## config.mk

```make
export PLATFORM = sky130hd
export DESIGN_NAME = alu_share_arbiter
export DESIGN_NICKNAME = d
export VERILOG_FILES = /design/src/rtl/alu_share_arbiter.sv
export SDC_FILE = /design/constraint.sdc
export NUM_CORES = 1
export LEC_CHECK = 0
export BUFFER_PORTS_ARGS = -buffer_cell sky130_fd_sc_hd__buf_4
export CAP_MARGIN = 20
export CORE_ASPECT_RATIO = 0.5
export CORE_MARGIN = 2
export CORE_UTILIZATION = 40
export DETAILED_ROUTE_END_ITERATION = 6
export PLACE_DENSITY = 0.72
export SETUP_SLACK_MARGIN = 0.4
export SLEW_MARGIN = 20
export SYNTH_ARGS = -nofsm -noshare
export SYNTH_HDL_FRONTEND = slang
export SYNTH_SLANG_ARGS = --single-unit
```

## constraint.sdc

```tcl
create_clock -name clk -period 9.95 [get_ports clk]
set_input_delay 1.99 -clock clk [delete_from_list [all_inputs] [get_ports clk]]
set_output_delay 1.99 -clock clk [all_outputs]
set_load 0.02 [all_outputs]
```

## src/rtl/alu_share_arbiter.sv

```systemverilog
// Round-robin arbiter that time-shares one external ALU between NREQ requesters
// and returns each result on a valid/ready response channel.
module alu_share_arbiter #(
    parameter int NREQ    = 2,
    parameter int IDW     = 1,
    parameter int COUNT_W = 16
) (
    input  logic                 clk,
    input  logic                 reset,
    input  logic [NREQ-1:0]      req_valid,
    output logic [NREQ-1:0]      req_ready,
    input  logic [NREQ*32-1:0]   req_a,
    input  logic [NREQ*32-1:0]   req_b,
    input  logic [NREQ*5-1:0]    req_fs,
    input  logic [NREQ*5-1:0]    req_sh,
    output logic [31:0]          alu_a,
    output logic [31:0]          alu_b,
    output logic [4:0]           alu_fs,
    output logic [4:0]           alu_sh,
    input  logic [31:0]          alu_f,
    input  logic                 alu_z,
    input  logic                 alu_v,
    input  logic                 alu_n,
    input  logic                 alu_c,
    output logic                 rsp_valid,
    input  logic                 rsp_ready,
    output logic [IDW-1:0]       rsp_id,
    output logic [31:0]          rsp_f,
    output logic [3:0]           rsp_flags,
    output logic                 busy,
    output logic [COUNT_W-1:0]   op_count
);

    typedef enum logic [1:0] {
        IDLE = 2'd0,
        EXEC = 2'd1,
        RESP = 2'd2
    } state_t;

    state_t state;
    state_t next_state;

    logic [IDW-1:0] rr_last;
    logic [IDW-1:0] grant_idx;
    logic           grant_found;
    logic           accept;

    logic [31:0]    sel_a;
    logic [31:0]    sel_b;
    logic [4:0]     sel_fs;
    logic [4:0]     sel_sh;

    logic [31:0]    op_a;
    logic [31:0]    op_b;
    logic [4:0]     op_fs;
    logic [4:0]     op_sh;

    // Round-robin: the lowest valid index above rr_last wins; otherwise wrap to the lowest valid index.
    always_comb begin
        logic           upper_found;
        logic           lower_found;
        logic [IDW-1:0] upper_idx;
        logic [IDW-1:0] lower_idx;
        upper_found = 1'b0;
        lower_found = 1'b0;
        upper_idx   = '0;
        lower_idx   = '0;
        for (int i = NREQ - 1; i >= 0; i--) begin
            if (req_valid[i] && (IDW'(i) > rr_last)) begin
                upper_found = 1'b1;
                upper_idx   = IDW'(i);
            end
            if (req_valid[i]) begin
                lower_found = 1'b1;
                lower_idx   = IDW'(i);
            end
        end
        grant_found = lower_found;
        grant_idx   = upper_found ? upper_idx : lower_idx;
    end

    always_comb begin
        sel_a  = '0;
        sel_b  = '0;
        sel_fs = '0;
        sel_sh = '0;
        for (int i = 0; i < NREQ; i++) begin
            if (grant_idx == IDW'(i)) begin
                sel_a  = req_a[32*i +: 32];
                sel_b  = req_b[32*i +: 32];
                sel_fs = req_fs[5*i +: 5];
                sel_sh = req_sh[5*i +: 5];
            end
        end
    end

    always_ff @(posedge clk or posedge reset) begin
        if (reset) begin
            state <= IDLE;
        end else begin
            state <= next_state;
        end
    end

    always_comb begin
        next_state = state;
        case (state)
            IDLE:    if (grant_found) next_state = EXEC;
            EXEC:    next_state = RESP;
            RESP:    if (rsp_ready) next_state = IDLE;
            default: next_state = IDLE;
        endcase
    end

    // The only combinational output path is req_valid -> req_ready, and only while IDLE.
    always_comb begin
        req_ready = '0;
        accept    = 1'b0;
        rsp_valid = 1'b0;
        busy      = 1'b1;
        case (state)
            IDLE: begin
                busy   = 1'b0;
                accept = grant_found;
                if (grant_found) req_ready[grant_idx] = 1'b1;
            end
            RESP:    rsp_valid = 1'b1;
            default: ;
        endcase
    end

    always_ff @(posedge clk or posedge reset) begin
        if (reset) begin
            rr_last <= IDW'(NREQ - 1);
            op_a    <= '0;
            op_b    <= '0;
            op_fs   <= '0;
            op_sh   <= '0;
            rsp_id  <= '0;
        end else if (accept) begin
            rr_last <= grant_idx;
            op_a    <= sel_a;
            op_b    <= sel_b;
            op_fs   <= sel_fs;
            op_sh   <= sel_sh;
            rsp_id  <= grant_idx;
        end
    end

    always_ff @(posedge clk or posedge reset) begin
        if (reset) begin
            rsp_f     <= '0;
            rsp_flags <= '0;
        end else if (state == EXEC) begin
            rsp_f     <= alu_f;
            rsp_flags <= {alu_z, alu_v, alu_n, alu_c};
        end
    end

    always_ff @(posedge clk or posedge reset) begin
        if (reset) begin
            op_count <= '0;
        end else if ((state == RESP) && rsp_ready) begin
            op_count <= op_count + 1'b1;
        end
    end

    assign alu_a  = op_a;
    assign alu_b  = op_b;
    assign alu_fs = op_fs;
    assign alu_sh = op_sh;

endmodule
```

# Word level (Yosys, flattened, before mapping)
# Index checks and enable logic that the tools add are counted.
[word_totals] output_inout_bits=131 inputBits=189 regBits=130
[op_classes] n_addsub=1 n_reduce_logical=6 n_eq_ne=4 n_lt_le_gt_ge=4 mux=21
[op_table] operator="$mux 32" n=2
[op_table] operator="$add 16x1->16 const B" n=1
[op_table] operator="$mux 1" n=11
[op_table] operator="$mux 5" n=2
[op_table] operator="$mux 2" n=4
[op_table] operator="$pmux 2 s3" n=1
[op_table] operator="$logic_and 1x1->1" n=4
[op_table] operator="$ne 2x2->1 const B" n=2
[op_table] operator="$eq 2x1->1 const B" n=1
[op_table] operator="$eq 2x2->1 const B" n=1
[op_table] operator="$gt 1x1->1 const A" n=2
[op_table] operator="$logic_not 2->1" n=1
[op_table] operator="$lt 1x2->1 const B" n=1
[op_table] operator="$reduce_and 2->1" n=1
[op_table] operator="$demux 1 s1" n=1
[op_table] operator="$ge 1x1->1 const B" n=1

# Logic depth before layout (Yosys ltp)
[depth] depth_word=11 ltp_mapped=7

# Worst setup path after synthesis
# OpenSTA, ideal clock, no wires.
[synth_path] path_kind="input port to output port" start="in req_valid[1]" end="out req_ready[1]" slack_ns=5.401 t_required_ns=7.960 cell_stages=4 n_path_buf=2 t_arrival_ns=2.559 path_cell_list="a21boi_2 > and2_1 > buf_2 > buf_6"
[synth_between] elab_chain_len=10 word_cells_on_any_way=15 cone_classes="order compare (2); mux (11); reduce/logical (2)"
[synth_rtl] element="from (decl)" line="10" text="input logic [NREQ-1:0] req_valid,"
[synth_rtl] element="$logic_and 1x1->1" line="69" text="if (req_valid[i] && (IDW'(i) > rr_last)) begin"
[synth_rtl] element="$mux 1 (2 in a row)" line="69"
[synth_rtl] element="$mux 1" line="79" text="grant_idx = upper_found ? upper_idx : lower_idx;"
[synth_rtl] element="$lt 1x2->1 (implied by the code) / $ge 1x1->1 (equally long branches)" line="125" text="if (grant_found) req_ready[grant_idx] = 1'b1;"
[synth_rtl] element="$logic_and 1x1->1 (implied by the code)" line="125"
[synth_rtl] element="$mux 1 (implied by the code)" line="125"
[synth_rtl] element="$demux 1 s1" line="125"
[synth_rtl] element="$mux 2 (*)" line="125"
[synth_rtl] element="$mux 2 (*)" line="121" text="case (state)"
[synth_rtl] element="to (decl)" line="11" text="output logic [NREQ-1:0] req_ready,"
# Every way passes the cells marked *; elsewhere a longest branch is shown, timed or not.

# Worst setup path in the final report
[layout_path] start="in req_valid[0]" end="out req_ready[1]"
[layout_between] elab_chain_len=9 word_cells_on_any_way=13 cone_classes="order compare (2); mux (9); reduce/logical (2)"
[layout_rtl] element="$logic_and 1x1->1" line="69"
[layout_rtl] element="$mux 1" line="69"
[layout_rtl] element="$mux 1" line="79"
[layout_rtl] element="$lt 1x2->1 (implied by the code) / $ge 1x1->1 (equally long branches)" line="125"
[layout_rtl] element="$logic_and 1x1->1 (implied by the code)" line="125"
[layout_rtl] element="$mux 1 (implied by the code)" line="125"
[layout_rtl] element="$demux 1 s1" line="125"
[layout_rtl] element="$mux 2 (*)" line="125"
[layout_rtl] element="$mux 2 (*)" line="121"
# Marked as above.

==> results_dict.tcl <==
set metrics [dict create \
    layout.nets 948 \
    ios 320 \
    syn_area_per_cell_um2 12.61 \
    slew_violations 0 \
    cts_tree "built" \
    cp_cell_sequence "buf_4 > a21boi_4 > buf_4 > and2_2 > buf_4" \
    core_mm2 0.01363 \
    htreeDepth 4 \
    hpwlAfterDp_mm 11.75 \
    grt_max_degree 124 \
    final.period_utilization_pct 58.51 \
    critPathArrivalTime_ns 3.83 \
    setup_viol_count_final 0 \
    via_per_inst 4.772 \
    drtPass1Iterations 4 \
    cts_repair_resize_count 0 \
    antenna_cells 0 \
    clock_latency_ns 0.41 \
    ir_drop_v 0.0001690 \
    rows 30 \
    syn_inst 445 \
    totalPowerFinal_uw 2924 \
    grt_setup_unrepaired "false" \
    synthesis.nets 635 \
    fp.dieArea_mm2 0.01505 \
    synth_cell_types 33 \
    fin_crit_ns 5.822 \
    max_freq_mhz 171.8 \
    r2r_setup_slack_ns 7.77 \
    min_to "alu_a[29]" \
    critPathMaxStageDelay_ns 0.68 \
    crit_buf_inv 3 \
    cp-start-kind "input port" \
    cts.sinks 130 \
    worst-r2r-cell-count 5 \
    cp_max_fo 48 \
    ys_ff_latch 130 \
    cap_violations 0 \
    vias 4595 \
    fp.dieW_um 171.5 \
    ant_nets 0 \
    syn_area_mm2 0.005612 \
    syn_to_final_growth_pct 55.34 \
    post_drt_wl_per_cell_um 16.39 \
    timing.rr.start "rr_last" \
    tightest_slew_ns 0.9135 \
    status "finished clean" \
    numCtsBuffers 17 \
    grt_overflow 0 \
    reg2reg_to "alu_b[15]" \
    cts_root_buf "clkbuf_16" \
    clockBufferDepth 2 \
    crit_type "input port to output port" \
    detail_route.iter0.violations 233 \
    hold_start "alu_a[29]" \
    grt_pass1_vias 4511 \
    relSlewSlack_pct 39.10 \
    port_buffers 319 \
    start_util_pct 41.18 \
    grt_pass1_wl_mm 23.98 \
    seq_area_frac_synth_pct 57.99 \
    stdcell_count 963 \
    drive_above_1_share_pct 52.79 \
    final_hold_viol_count 0 \
    clkTransAtPathRegs_ns 0.05 \
    cts_hold_buf 0 \
    yosysWarnings 0 \
    antenna_found_initial 0 \
    power_density_mw_per_mm2 335.5 \
    cpLargestDelayFamily "buffers and inverters" \
    required_ns 7.96 \
    slowest_stage "and2_2" \
    routed_wl_mm 15.78 \
    placedCellCount 931 \
    fin_skew_ns 0.009073 \
    die_y_um 87.76 \
    postCtsSetupBuffers 0 \
    placed_area_mm2 0.008077 \
    critPathMostFrequentCell "buf_4" \
    drc 0 \
    utilization_pct 63.98 \
    place_congestion 0.8268 \
    final_area_mm2 0.008717 \
    grtUsageTotal_pct 20.78 \
    cp-end-kind "output port" \
    final.setup.tns_ns 0 \
    p_leak_uw 0.004550 \
    holdPathStages 2 \
    hp-class "register to register" \
]
-- worst max path at each step --
stage                       startpoint           end  slack (ns)  cells past startpoint
after floorplan                  reset      alu_a[0]        4.49                      1
after global placement    req_valid[0]  req_ready[1]        3.75                      5
after detailed placement  req_valid[0]  req_ready[1]        3.75                      5
after CTS                 req_valid[0]  req_ready[1]        3.75                      5
after global routing      req_valid[0]  req_ready[1]        4.02                      5
final                     req_valid[0]  req_ready[1]        4.13                      5
-- cell usage after synthesis, drive strengths merged --
library cell,number,area share [%]
a21boi,1,0.20
dfstp,1,0.47
nand2,50,3.3
and4b,1,0.20
ha,1,0.22
dfrtp,129,58
and3,4,0.56
and4,4,0.71
o21ai,48,4.3
buf,24,3.6
a21o,30,4.0
nor2,6,0.54
xor2,7,1.2
a22o,28,4.4
mux2i,46,8.2
xnor2,8,1.2
nand2b,1,0.11
and2b,1,0.16
clkbuf,5,0.33
mux2,37,7.4
nand4,3,0.33
and2,1,0.11
nand3,5,0.45
inv,4,0.27
-- worst reg2reg max path: cells and delay by family (launching register included) --
family          cells  cell delay [ns]
buf+inv             1             0.63
compound gates      3             0.43
flops               1             0.38
simple gates        1             0.69
-- cell usage in the layout, fill, tap and decap left out, drive strengths merged, types with 3 or more instances in the layout --
cell type / synthesis / routed
bufinv: 0 / 4
a22o: 28 / 28
o21ai: 48 / 48
buf: 24 / 323
nand2: 50 / 50
nand4: 3 / 3
clkbuf: 5 / 19
mux2: 37 / 37
inv: 4 / 5
mux2i: 46 / 46
xor2: 7 / 7
dfrtp: 129 / 129
and4: 4 / 4
xnor2: 8 / 8
and3: 4 / 4
nor2: 6 / 6
nand3: 5 / 5
a21o: 30 / 30
clkinv: 0 / 7
-- cell type report --
cell class	instances	area [µm²]
Clock buffer	19	452.9
Multi-Input combinational cell	282	2141
Sequential cell	130	3254
Clock inverter	13	182.7
Fill cell	1139	4908
Inverter	4	17.52
Timing Repair Buffer	323	2429
Tap cell	192	240.2
-- per-stage QoR --
step / hold slack (ns) / setup slack (ns)
final: 0.4779 / 4.128
after floorplan: 0.5002 / 4.492
after detailed placement: 0.4716 / 3.748
after global routing: 0.5109 / 4.020
after global placement: 0.4666 / 3.752
after CTS: 0.4841 / 3.747
-- where the power goes --
part / internal [µW] / total (µW) / switching, µW / leakage, µW
sequential: 777 / 922 / 145 / 0.00159
combinational: 622 / 1340 / 718 / 0.00265
clock: 433 / 663 / 230 / 0.000313
-- cells by family (layout without fill, tap and decap cells) --
logic type	after synthesis	in the layout	synth area share, %
and+or+nand+nor	76	76	6.511
buffers and inverters	33	359	4.236
muxes	83	83	15.63
AOI/OAI and AO/OA	107	107	12.93
xor gates and xnor gates	15	15	2.475
DFF	130	130	57.99
adders and majority gates	1	1	0.2229
-- routing by layer --
metal	track usage [%]	wire, µm	vias to the layer above
met1	25.57	6392	2248
li1	-	-	2206
met3	4.293	617	21
met4	6.934	279	0
met5	0	0	-
met2	37.06	8494	120
-- sequential cells by signal (all words and copies together) (netlist names), 2 cells and up --
register	count
alu_a	32
alu_b	32
alu_fs	5
alu_sh	5
op_count	16
rsp_f	32
rsp_flags	4
state	2
No activity file was read; power rests on OpenSTA's default activity.
